--- src/rtl/nested_counter_pkg.sv ---
// nested_counter_pkg: shared state encoding and default widths for nested_counter.
package nested_counter_pkg;
    typedef enum logic {IDLE, RUN} state_t;
    localparam int unsigned DEF_BITS = 16;
    localparam int unsigned DEF_DIMS = 3;
endpackage

--- src/rtl/counter_stage.sv ---
// counter_stage: one loop dimension; reloads or steps when carried into, flags when the next step passes the end.
module counter_stage
    import nested_counter_pkg::*;
#(
    parameter int unsigned Bits = DEF_BITS
) (
    input  logic            clk,
    input  logic            rst,
    input  logic            load,
    input  logic            adv,
    input  logic [Bits-1:0] init,
    input  logic [Bits-1:0] start_val,
    input  logic [Bits-1:0] end_val,
    input  logic [Bits-1:0] step,
    output logic [Bits-1:0] count,
    output logic            at_end
);
    logic [Bits:0] sum;
    // One extra bit so a sum that overflows Bits still compares as past the end
    assign sum = {1'b0, count} + {1'b0, step};
    assign at_end = (step == '0) | (sum > {1'b0, end_val});
    always_ff @(posedge clk) begin
        if (rst)
            count <= '0;
        else if (load)
            count <= init;
        else if (adv)
            count <= at_end ? start_val : sum[Bits-1:0];
    end
endmodule

--- src/rtl/nested_counter.sv ---
// nested_counter: Dims-deep nested loop index generator with run handshake and one-shot/continuous passes.
// Define NESTED_COUNTER_CHECK_EN to compile config and enable-usage assertions.
module nested_counter
    import nested_counter_pkg::*;
#(
    parameter int unsigned Bits = DEF_BITS,
    parameter int unsigned Dims = DEF_DIMS
) (
    input  logic                      clk_i,
    input  logic                      rst_i,
    input  logic                      start_i,
    input  logic                      stop_i,
    input  logic                      en_i,
    input  logic                      continuous_i,
    input  logic [Dims-1:0][Bits-1:0] start_val_i,
    input  logic [Dims-1:0][Bits-1:0] end_val_i,
    input  logic [Dims-1:0][Bits-1:0] count_by_i,
    output logic [Dims-1:0][Bits-1:0] count_o,
    output logic                      busy_o,
    output logic                      last_o,
    output logic [Dims-1:0]           wrap_o,
    output logic                      done_o
);
    state_t state, nxt;
    logic cont;
    logic [Dims-1:0][Bits-1:0] cfg_start, cfg_end, cfg_step;
    logic [Dims-1:0] at_end, carry;
    logic step_ok, adv_ok, fin;

    assign busy_o = state == RUN;
    assign step_ok = busy_o & en_i;
    // A stop in the same cycle freezes the tuple instead of stepping it
    assign adv_ok = step_ok & ~stop_i;
    assign last_o = busy_o & (&at_end);
    assign fin = adv_ok & last_o;
    assign wrap_o = {Dims{step_ok}} & carry & at_end;

    always_comb begin
        carry = '0;
        carry[0] = 1'b1;
        for (int i = 1; i < Dims; i++)
            carry[i] = carry[i-1] & at_end[i-1];
    end

    genvar d;
    generate
        for (d = 0; d < Dims; d++) begin : g_dim
            counter_stage #(.Bits(Bits)) u_stage (
                .clk       (clk_i),
                .rst       (rst_i),
                .load      (start_i),
                .adv       (adv_ok & carry[d]),
                .init      (start_val_i[d]),
                .start_val (cfg_start[d]),
                .end_val   (cfg_end[d]),
                .step      (cfg_step[d]),
                .count     (count_o[d]),
                .at_end    (at_end[d])
            );
        end
    endgenerate

    always_comb begin
        nxt = state;
        nxt = start_i ? RUN : (busy_o & (stop_i | (fin & ~cont))) ? IDLE : state;
    end

    always_ff @(posedge clk_i) begin
        if (rst_i) begin
            state <= IDLE;
            done_o <= 1'b0;
            cont <= 1'b0;
            cfg_start <= '0;
            cfg_end <= '0;
            cfg_step <= '0;
        end else begin
            state <= nxt;
            done_o <= step_ok & last_o & (start_i | ~stop_i);
            if (start_i) begin
                cont <= continuous_i;
                cfg_start <= start_val_i;
                cfg_end <= end_val_i;
                cfg_step <= count_by_i;
            end
        end
    end

`ifdef NESTED_COUNTER_CHECK_EN
    always @(posedge clk_i) begin
        if (!rst_i && start_i)
            for (int i = 0; i < Dims; i++) begin
                assert (end_val_i[i] >= start_val_i[i]) else $error("dim %0d: end below start", i);
                assert (count_by_i[i] != '0) else $error("dim %0d: zero step", i);
            end
        if (!rst_i)
            assert (!(en_i && state == IDLE)) else $error("en_i high while idle");
    end
`else
`endif
endmodule
--- config.mk ---
export PLATFORM = sky130hd
export DESIGN_NAME = nested_counter
export DESIGN_NICKNAME = d
export VERILOG_FILES = /design/src/rtl/nested_counter_pkg.sv /design/src/rtl/counter_stage.sv /design/src/rtl/nested_counter.sv
export SDC_FILE = /design/constraint.sdc
export NUM_CORES = 1
export LEC_CHECK = 0
export BUFFER_PORTS_ARGS = -buffer_cell sky130_fd_sc_hd__buf_4
export CORE_ASPECT_RATIO = 1.1
export CORE_UTILIZATION = 30
export CTS_BUF_LIST = sky130_fd_sc_hd__clkbuf_2 sky130_fd_sc_hd__clkbuf_4 sky130_fd_sc_hd__clkbuf_8
export CTS_CLUSTER_SIZE = 25
export DETAILED_ROUTE_END_ITERATION = 16
export GPL_TIMING_DRIVEN = 0
export PLACE_DENSITY = 0.52
export SLEW_MARGIN = 30
export SYNTH_ARGS = -nofsm -noshare
export SYNTH_HDL_FRONTEND = slang
export SYNTH_SLANG_ARGS = --single-unit
--- constraint.sdc ---
create_clock -name clk_i -period 6.5 [get_ports clk_i]
set_clock_uncertainty 0.2 [all_clocks]
set_input_delay 0.325 -clock clk_i [delete_from_list [all_inputs] [get_ports clk_i]]
set_output_delay 0.325 -clock clk_i [all_outputs]
set_load 0.02 [all_outputs]
==> impl_results.md, run 1 <==
* Cell count after synthesis at 1252
* Final hold violations at 0
* CP endpoint kind: output port
* Critical Path AT at 5.61 ns
* Vias per cell at roughly 5
* Initial DRC Count at between 500 and 600
* GRT overflow at 0
* Filler Cell Count at 3657
* Async SR Flop Fraction at 0%
* Setup Slack @ Placement at approximately 0.85 ns
* Most frequent cells in the layout: buf_4 (204), dfxtp_1 (195), nor2_1 (185), mux2i_1 (151), dlygate4sd3_1 (147)
* Period utilization at 94.4%
* PortBufs at between 200 and 250
* Critical path startpoint: g_dim[1].u_stage.count[2]$_SDFFE_PP0P_
* Fraction of layout cells with a size suffix above 1 at 16.4%
* CTS buffer count at 17
* Syn nets at between 1500 and 2000
* Initial antenna violation count at 2
* Start of the worst register-to-register path: g_dim[1].u_stage.count[2]$_SDFFE_PP0P_
* Max Freq at between 0.15 and 0.2 GHz
* Crit Path Class: flip-flop to output port
* Clock Latency Late Sink at 0.50 ns
* Final wirelength at 38200 um
* CP endpoint: wrap_o[2]
* Crit path required time at 5.97 ns
* Placed insts at between 1500 and 2000
* Max cap viols at 0
* Final Non-Filler Cells at roughly 2100
* Final min period at 6.14 ns
* R2r endpoint: g_dim[2].u_stage.count[15]$_SDFFE_PP0P_
* Syn. warnings at 0
* Number of synthesized flops with an enable pin at 0
* Bufs on Longest Clock Path at 2
* Sequential cell area fraction in the yosys report at 35.7%
* First-pass detailed-route iteration total at 5
* GRT Util Overall at 20.5%
* Clk slew on worst S/H paths at 0.11 ns
* Global-route wire length before repair at 57700 um
* Largest net degree at the start of global routing at 17
* IO Pins at just over 200
* Post-synthesis cell area at 10900 um2
* Placer congestion estimate at 0.887
* Die width at 184 um
* Synth Flop Type: dfxtp_1
* Rows at 72
* Relative slew margins at 37.4%
* Post-route DRC violation count at 0
* Starting Density at between 30% and 40%
* Util after Layout at 42.0%
* Maximum vdd drop at 131 uV
* Final Setup Violations at 0
* P&R area growth vs syn at 36.5%
* Antenna violation net count after detailed routing at 0
* Worst-path maximum fanout at 10
* Max Slew Vio Count at 0
* CTS tree: yes
* Fin nets at 1869
* Setup TNS at 0 ns
* Die height at 202 um
* Worst slew pin tran at 0.939 ns
* Vias in the first global route at approximately 10000
* Pleak at 0.00669 uW
* Most common cell after layout, fill and taps aside: buf_4
* Total clock sinks at 195
* PnR worst setup slack at between 0.3 and 0.4 ns
* R2r worst-path depth at 18
* Power Total at 3100 uW
* Via count at 10500
* Core area at about 35000 um2
* HPWL after DPL at 29100 um
* Full die area at 37200 um2
* Syn avg cell area at 8.73 um2
* RSZ-0062 raised after global routing: no
* Yosys reg bits at 195
* CTS root buf: clkbuf_8
* Routed len/inst at between 15 and 20 um
* Hold Path Class: primary input to flip-flop
* Synth unique cells at 64
* Number of H-tree levels at 4
* Pwr per Cell Area at 208 nW/um2
* FF-to-FF setup slack at about 0.81 ns
* Outcome: completed
* Critical path startpoint category: flip-flop
[logic make-up (layout without fill, tap and decap cells)]
| logic type | after synthesis | after routing | synth area share (%) |
|---|---|---|---|
| compound gates | 277 | 277 | 16.8 |
| xor+xnor | 35 | 35 | 2.80 |
| fa+ha+maj | 99 | 99 | 11.5 |
| buf+inv | 120 | 500 | 4.29 |
| flops | 195 | 195 | 35.7 |
| mux | 152 | 152 | 13.9 |
| other cells | 0 | 2 | 0 |
| simple gates | 374 | 374 | 14.9 |
[flip-flops by register name, indices dropped and copies added (netlist names)]
register / flops
cfg_end: 48
cfg_start: 48
cfg_step: 48
g_dim.u_stage.count: 48
busy_o: 1
cont: 1
done_o: 1
[critical path: stages, from the launching register on]
cell       delay (ns)
dfxtp_1          0.37
ha_1             0.38
and3_1           0.21
a221o_1          0.36
a2111oi_0        0.52
or3_1            0.29
o21bai_1         0.09
a211oi_1         0.23
nor2_1           0.13
ha_1             0.31
nand4_1          0.15
nor4_1           0.41
a21oi_1          0.17
a221oi_4         0.66
inv_4            0.18
and3_1           0.25
nor2b_1          0.19
buf_4            0.18
[power breakdown]
group	switching (uW)	internal [uW]
clock network	472	352
registers	63.6	1270
logic	513	433
[layer usage]
metal | up-vias | wire, um | GRT usage, %
met2 | 272 | 17900 | 34.1
li1 | 5221 | - | -
met3 | 51 | 1840 | 3.66
met1 | 4925 | 17500 | 26.3
met4 | 0 | 940 | 7.32
met5 | - | 0 | 0
[worst min-delay path by stage]
stage | depth (start not counted) | start | endpoint | slack, ns
after global routing | 3 | start_i | g_dim[0].u_stage.count[12]$_SDFFE_PP0P_ | 0.03
after CTS | 3 | start_i | g_dim[0].u_stage.count[7]$_SDFFE_PP0P_ | 0.008
after detailed placement | 2 | cfg_start[10]$_SDFFE_PP0P_ | cfg_start[10]$_SDFFE_PP0P_ | 0.25
after floorplan | 2 | cfg_start[15]$_SDFFE_PP0P_ | cfg_start[15]$_SDFFE_PP0P_ | 0.24
after global placement | 2 | cfg_start[29]$_SDFFE_PP0P_ | cfg_start[29]$_SDFFE_PP0P_ | 0.25
final | 3 | start_i | g_dim[0].u_stage.count[12]$_SDFFE_PP0P_ | 0.05
[repair_timing]
action,4_1_cts,5_1_grt
endpoints found under the setup margin,0,0
endpoints found under the hold margin,195,0
hold buffers,147,0
resized for setup,0,0
setup buffers,0,0
[area by class of cell]
type | instances | area (um2) | share of cell area [%]
sequential | 195 | 3900 | 26.2
clock buffer | 22 | 297 | 1.99
tap | 481 | 602 | 4.03
antenna | 2 | 5.00 | 0.0335
timing repair buffer | 349 | 2990 | 20.0
multi-input combinational | 937 | 6560 | 44.0
clock inverter | 9 | 95.1 | 0.637
inverter | 61 | 231 | 1.55
buffer | 59 | 240 | 1.61
[synthesized netlist by cell type (3+ instances only)]
library cell | count | share of area [%]
and2b_1 | 3 | 0.21
a31oi_1 | 6 | 0.34
buf_2 | 7 | 0.32
o21bai_1 | 6 | 0.41
nand4_1 | 14 | 0.80
o22ai_1 | 29 | 1.7
a21o_1 | 14 | 0.96
nor2_1 | 185 | 6.4
and3_1 | 10 | 0.57
o211ai_1 | 10 | 0.69
o21ai_1 | 3 | 0.14
o21ai_0 | 31 | 1.4
buf_1 | 13 | 0.45
nand2_1 | 88 | 3.0
xnor2_1 | 26 | 2.1
or2_2 | 5 | 0.29
or3_1 | 4 | 0.23
and2_1 | 9 | 0.52
a211oi_1 | 15 | 1.0
nor3_1 | 14 | 0.64
xor2_1 | 9 | 0.72
nand2b_1 | 8 | 0.46
nand3_1 | 15 | 0.69
nor4_1 | 14 | 0.80
ha_1 | 96 | 11
dfxtp_1 | 195 | 36
inv_1 | 59 | 2.0
mux2i_1 | 151 | 14
a211o_1 | 10 | 0.80
a311o_1 | 3 | 0.27
fa_1 | 3 | 0.55
clkbuf_1 | 37 | 1.3
nor2b_1 | 3 | 0.17
o21a_1 | 5 | 0.34
a211oi_2 | 3 | 0.34
a22oi_1 | 18 | 1.2
a21oi_1 | 92 | 4.2
[through the flow]
stage | instance area [um2] | hold WS, ns
final | 14900 | 0.0534
after global routing | 14900 | 0.0346
after global placement | 13100 | 0.250
after detailed placement | 13100 | 0.254
after CTS | 14900 | 0.00848
after floorplan | 10900 | 0.241
Note: power is estimated with default switching activity, not from simulation.
==> run 2, diff against run 1 <==
--- a/config.mk
+++ b/config.mk
@@ -9,10 +9,9 @@
 export CORE_ASPECT_RATIO = 1.1
 export CORE_UTILIZATION = 30
 export CTS_BUF_LIST = sky130_fd_sc_hd__clkbuf_2 sky130_fd_sc_hd__clkbuf_4 sky130_fd_sc_hd__clkbuf_8
-export CTS_CLUSTER_SIZE = 25
 export DETAILED_ROUTE_END_ITERATION = 16
 export GPL_TIMING_DRIVEN = 0
-export PLACE_DENSITY = 0.52
+export PLACE_DENSITY_LB_ADDON = 0.08
 export SLEW_MARGIN = 30
 export SYNTH_ARGS = -nofsm -noshare
 export SYNTH_HDL_FRONTEND = slang
==> run 2 against run 1 <==
Against the previous run: worst setup slack improved by 0.19 ns; utilization rose by 0.27 points; combinational power rose by 2.5%; clock power rose by 11%; flip-flop and latch count did not move; via count fell by 0.83%; die area did not move; sequential share of layout area fell by 0.17 points; design area rose by 0.65%; highest routed layer unchanged.
==> impl_results.md, run 2 (synthesis gave the netlist of run 1 again) <==
* Final min period at 5.95 ns (-0.187 ns)
* Setup TNS at 0 ns (unchanged)
* Core area at 35500 um2 (unchanged)
* HPWL after DPL at 29300 um (+0.68%)
* CP endpoint kind: output port
* Post-route DRC violation count at 0 (unchanged)
* Fin nets at 1874 (+0.27%)
* Max Slew Vio Count at 0 (unchanged)
* Initial antenna violation count at 2 (unchanged)
* Die height at 202 um (unchanged)
* CTS buffer count at 17 (unchanged)
* Vias in the first global route at 10300 (+0.0097%)
* Crit path required time at 5.97 ns (about the same)
* Placer congestion estimate at 0.827 (-6.7%)
* Multi-input logic area at 6560 um2 (unchanged)
* Pleak at 0.00674 uW (+0.69%)
* Routed len/inst at 18.3 um (+1.0%)
* Pwr per Cell Area at 214 nW/um2 (+3.1%)
* Hold depth at 3 (unchanged)
* Die width at 184 um (unchanged)
* Filler Cell Count at 3661 (+0.11%)
* Final wirelength at 38800 um (+1.3%)
* GRT overflow at 0 (unchanged)
* Worst slew pin tran at 0.925 ns (-0.0135 ns)
* Hold Startpoint: start_i
* Starting Density at 30.8% (unchanged)
* Via count at 10400 (-0.83%)
* Total clock sinks at 195 (unchanged)
* CTS tree: yes
* Largest net degree at the start of global routing at 18 (+1)
* R2r worst-path depth at 18 (unchanged)
* Rows at 72 (unchanged)
* Final Setup Violations at 0 (unchanged)
* Final hold violations at 0 (unchanged)
* Clock Latency Late Sink at 0.51 ns (about the same)
* Relative slew margins at 38.3% (+0.90 points)
* P&R area growth vs syn at 37.4%
* Most common cell after layout, fill and taps aside: buf_4
* FF+latch area at 3900 um2 (unchanged)
* Critical Path AT at 5.43 ns (-0.18 ns)
* PortBufs at 202 (unchanged)
* First-pass detailed-route iteration total at 4 (-1)
* Vias per cell at 4.89 (-1.2%)
* Initial DRC Count at 528 (+0.38%)
* Crit Path Class: flip-flop to output port
* Maximum vdd drop at 124 uV (-5.3%)
* Hold Path Sink: g_dim[0].u_stage.count[7]$_SDFFE_PP0P_
* Setup Slack @ Placement at 0.718 ns (-0.132 ns)
* Full die area at 37200 um2 (unchanged)
* R2r endpoint: g_dim[2].u_stage.count[7]$_SDFFE_PP0P_
* Outcome: completed
* Start of the worst register-to-register path: g_dim[0].u_stage.count[2]$_SDFFE_PP0P_
* Max Freq at 0.168 GHz (+3.1%)
* Worst-path maximum fanout at 10 (unchanged)
* Most frequent cells in the layout: buf_4 (209), dfxtp_1 (195), nor2_1 (185), mux2i_1 (151), dlygate4sd3_1 (147)
* Max cap viols at 0 (unchanged)
* Clk slew on worst S/H paths at 0.11 ns (about the same)
* Bufs on Longest Clock Path at 2 (unchanged)
* Number of H-tree levels at 4 (unchanged)
* Antenna violation net count after detailed routing at 0 (unchanged)
* PnR worst setup slack at 0.549 ns (+0.187 ns)
* Period utilization at 91.6% (-2.9 points)
* IO Pins at 204 (unchanged)
* Critical path startpoint category: flip-flop
* Hold Path Class: primary input to flip-flop
* Fraction of layout cells with a size suffix above 1 at 16.7% (+0.31 points)
* RSZ-0062 raised after global routing: no
* CTS root buf: clkbuf_8
* FF-to-FF setup slack at 0.81 ns (about the same)
* Global-route wire length before repair at 58900 um (+2.1%)
* GRT Util Overall at 21.0% (+0.50 points)
==> run 2: final cells by class <==
cell class	instances	share of cell area, %
repair buffers	354	20.1
multi-input cells	937	43.7
plain buffers	59	1.60
inverters	61	1.54
clock buffers	18	1.65
diodes	3	0.0500
well taps	481	4.01
flip-flops and latches	195	26.0
clock inverters	14	1.33
==> run 2: stage by stage <==
stage / hold WS [ns] / instances / util [%] / cell area [um2] / total power (uW)
global route: 0.0625 / 2120 / 42.3 / 15000 / 3390
finish: 0.0735 / 2122 / 42.3 / 15000 / 3220
CTS: 0.0359 / 2114 / 42.2 / 15000 / 3240
floorplan: 0.241 / 1252 / - / 10900 / 1910
global placement: 0.250 / 1935 / 36.8 / 13100 / 2240
detailed placement: 0.256 / 1935 / 36.8 / 13100 / 2240
==> run 2: worst max-delay path by stage <==
stage	from	endpoint	slack [ns]	depth (start not counted)
final	g_dim[0].u_stage.count[2]$_SDFFE_PP0P_	wrap_o[2]	0.55	18
after global routing	g_dim[1].u_stage.count[2]$_SDFFE_PP0P_	wrap_o[2]	0.18	19
after CTS	g_dim[1].u_stage.count[2]$_SDFFE_PP0P_	wrap_o[2]	0.23	17
after detailed placement	g_dim[1].u_stage.count[2]$_SDFFE_PP0P_	g_dim[2].u_stage.count[15]$_SDFFE_PP0P_	0.72	18
after global placement	g_dim[1].u_stage.count[2]$_SDFFE_PP0P_	g_dim[2].u_stage.count[14]$_SDFFE_PP0P_	0.64	18
after floorplan	g_dim[1].u_stage.count[0]$_SDFFE_PP0P_	last_o	1.90	17
==> run 2: metal layers <==
metal	wire (um)	part of all wire, %	track usage [%]
met3	1650	4.3	3.32
met4	587	1.5	5.68
met1	18300	47	27.8
met2	18200	47	35.0
met5	0	0	0
==> run 2: power breakdown <==
group	internal (uW)	leakage (uW)	switching, uW
Combinational	448	0.00490	522
Sequential	1270	0.00161	62.3
Clock	435	0.000222	483
==> run 2: repair_timing <==
item	CTS	global route
hold buffers	147	0
endpoints found under the hold margin	195	0
setup buffers	0	5
resized for setup	0	0
setup endpoints to repair	0	2
==> run 2: critical path, cell delays in order, from the launching register on <==
cell and delay (ns):
dfxtp_1 0.44, ha_1 0.32, and3_1 0.22, a2111oi_2 0.50, a21oi_1 0.23, a221oi_1 0.42, and2b_1 0.21, o21ai_0 0.12
xor2_1 0.32, ha_1 0.31, and3_1 0.18, nand3_1 0.09, nor4_1 0.06, o31a_1 0.29, buf_2 0.21, nand2_4 0.20
and3_1 0.28, nor2b_1 0.30, buf_4 0.20
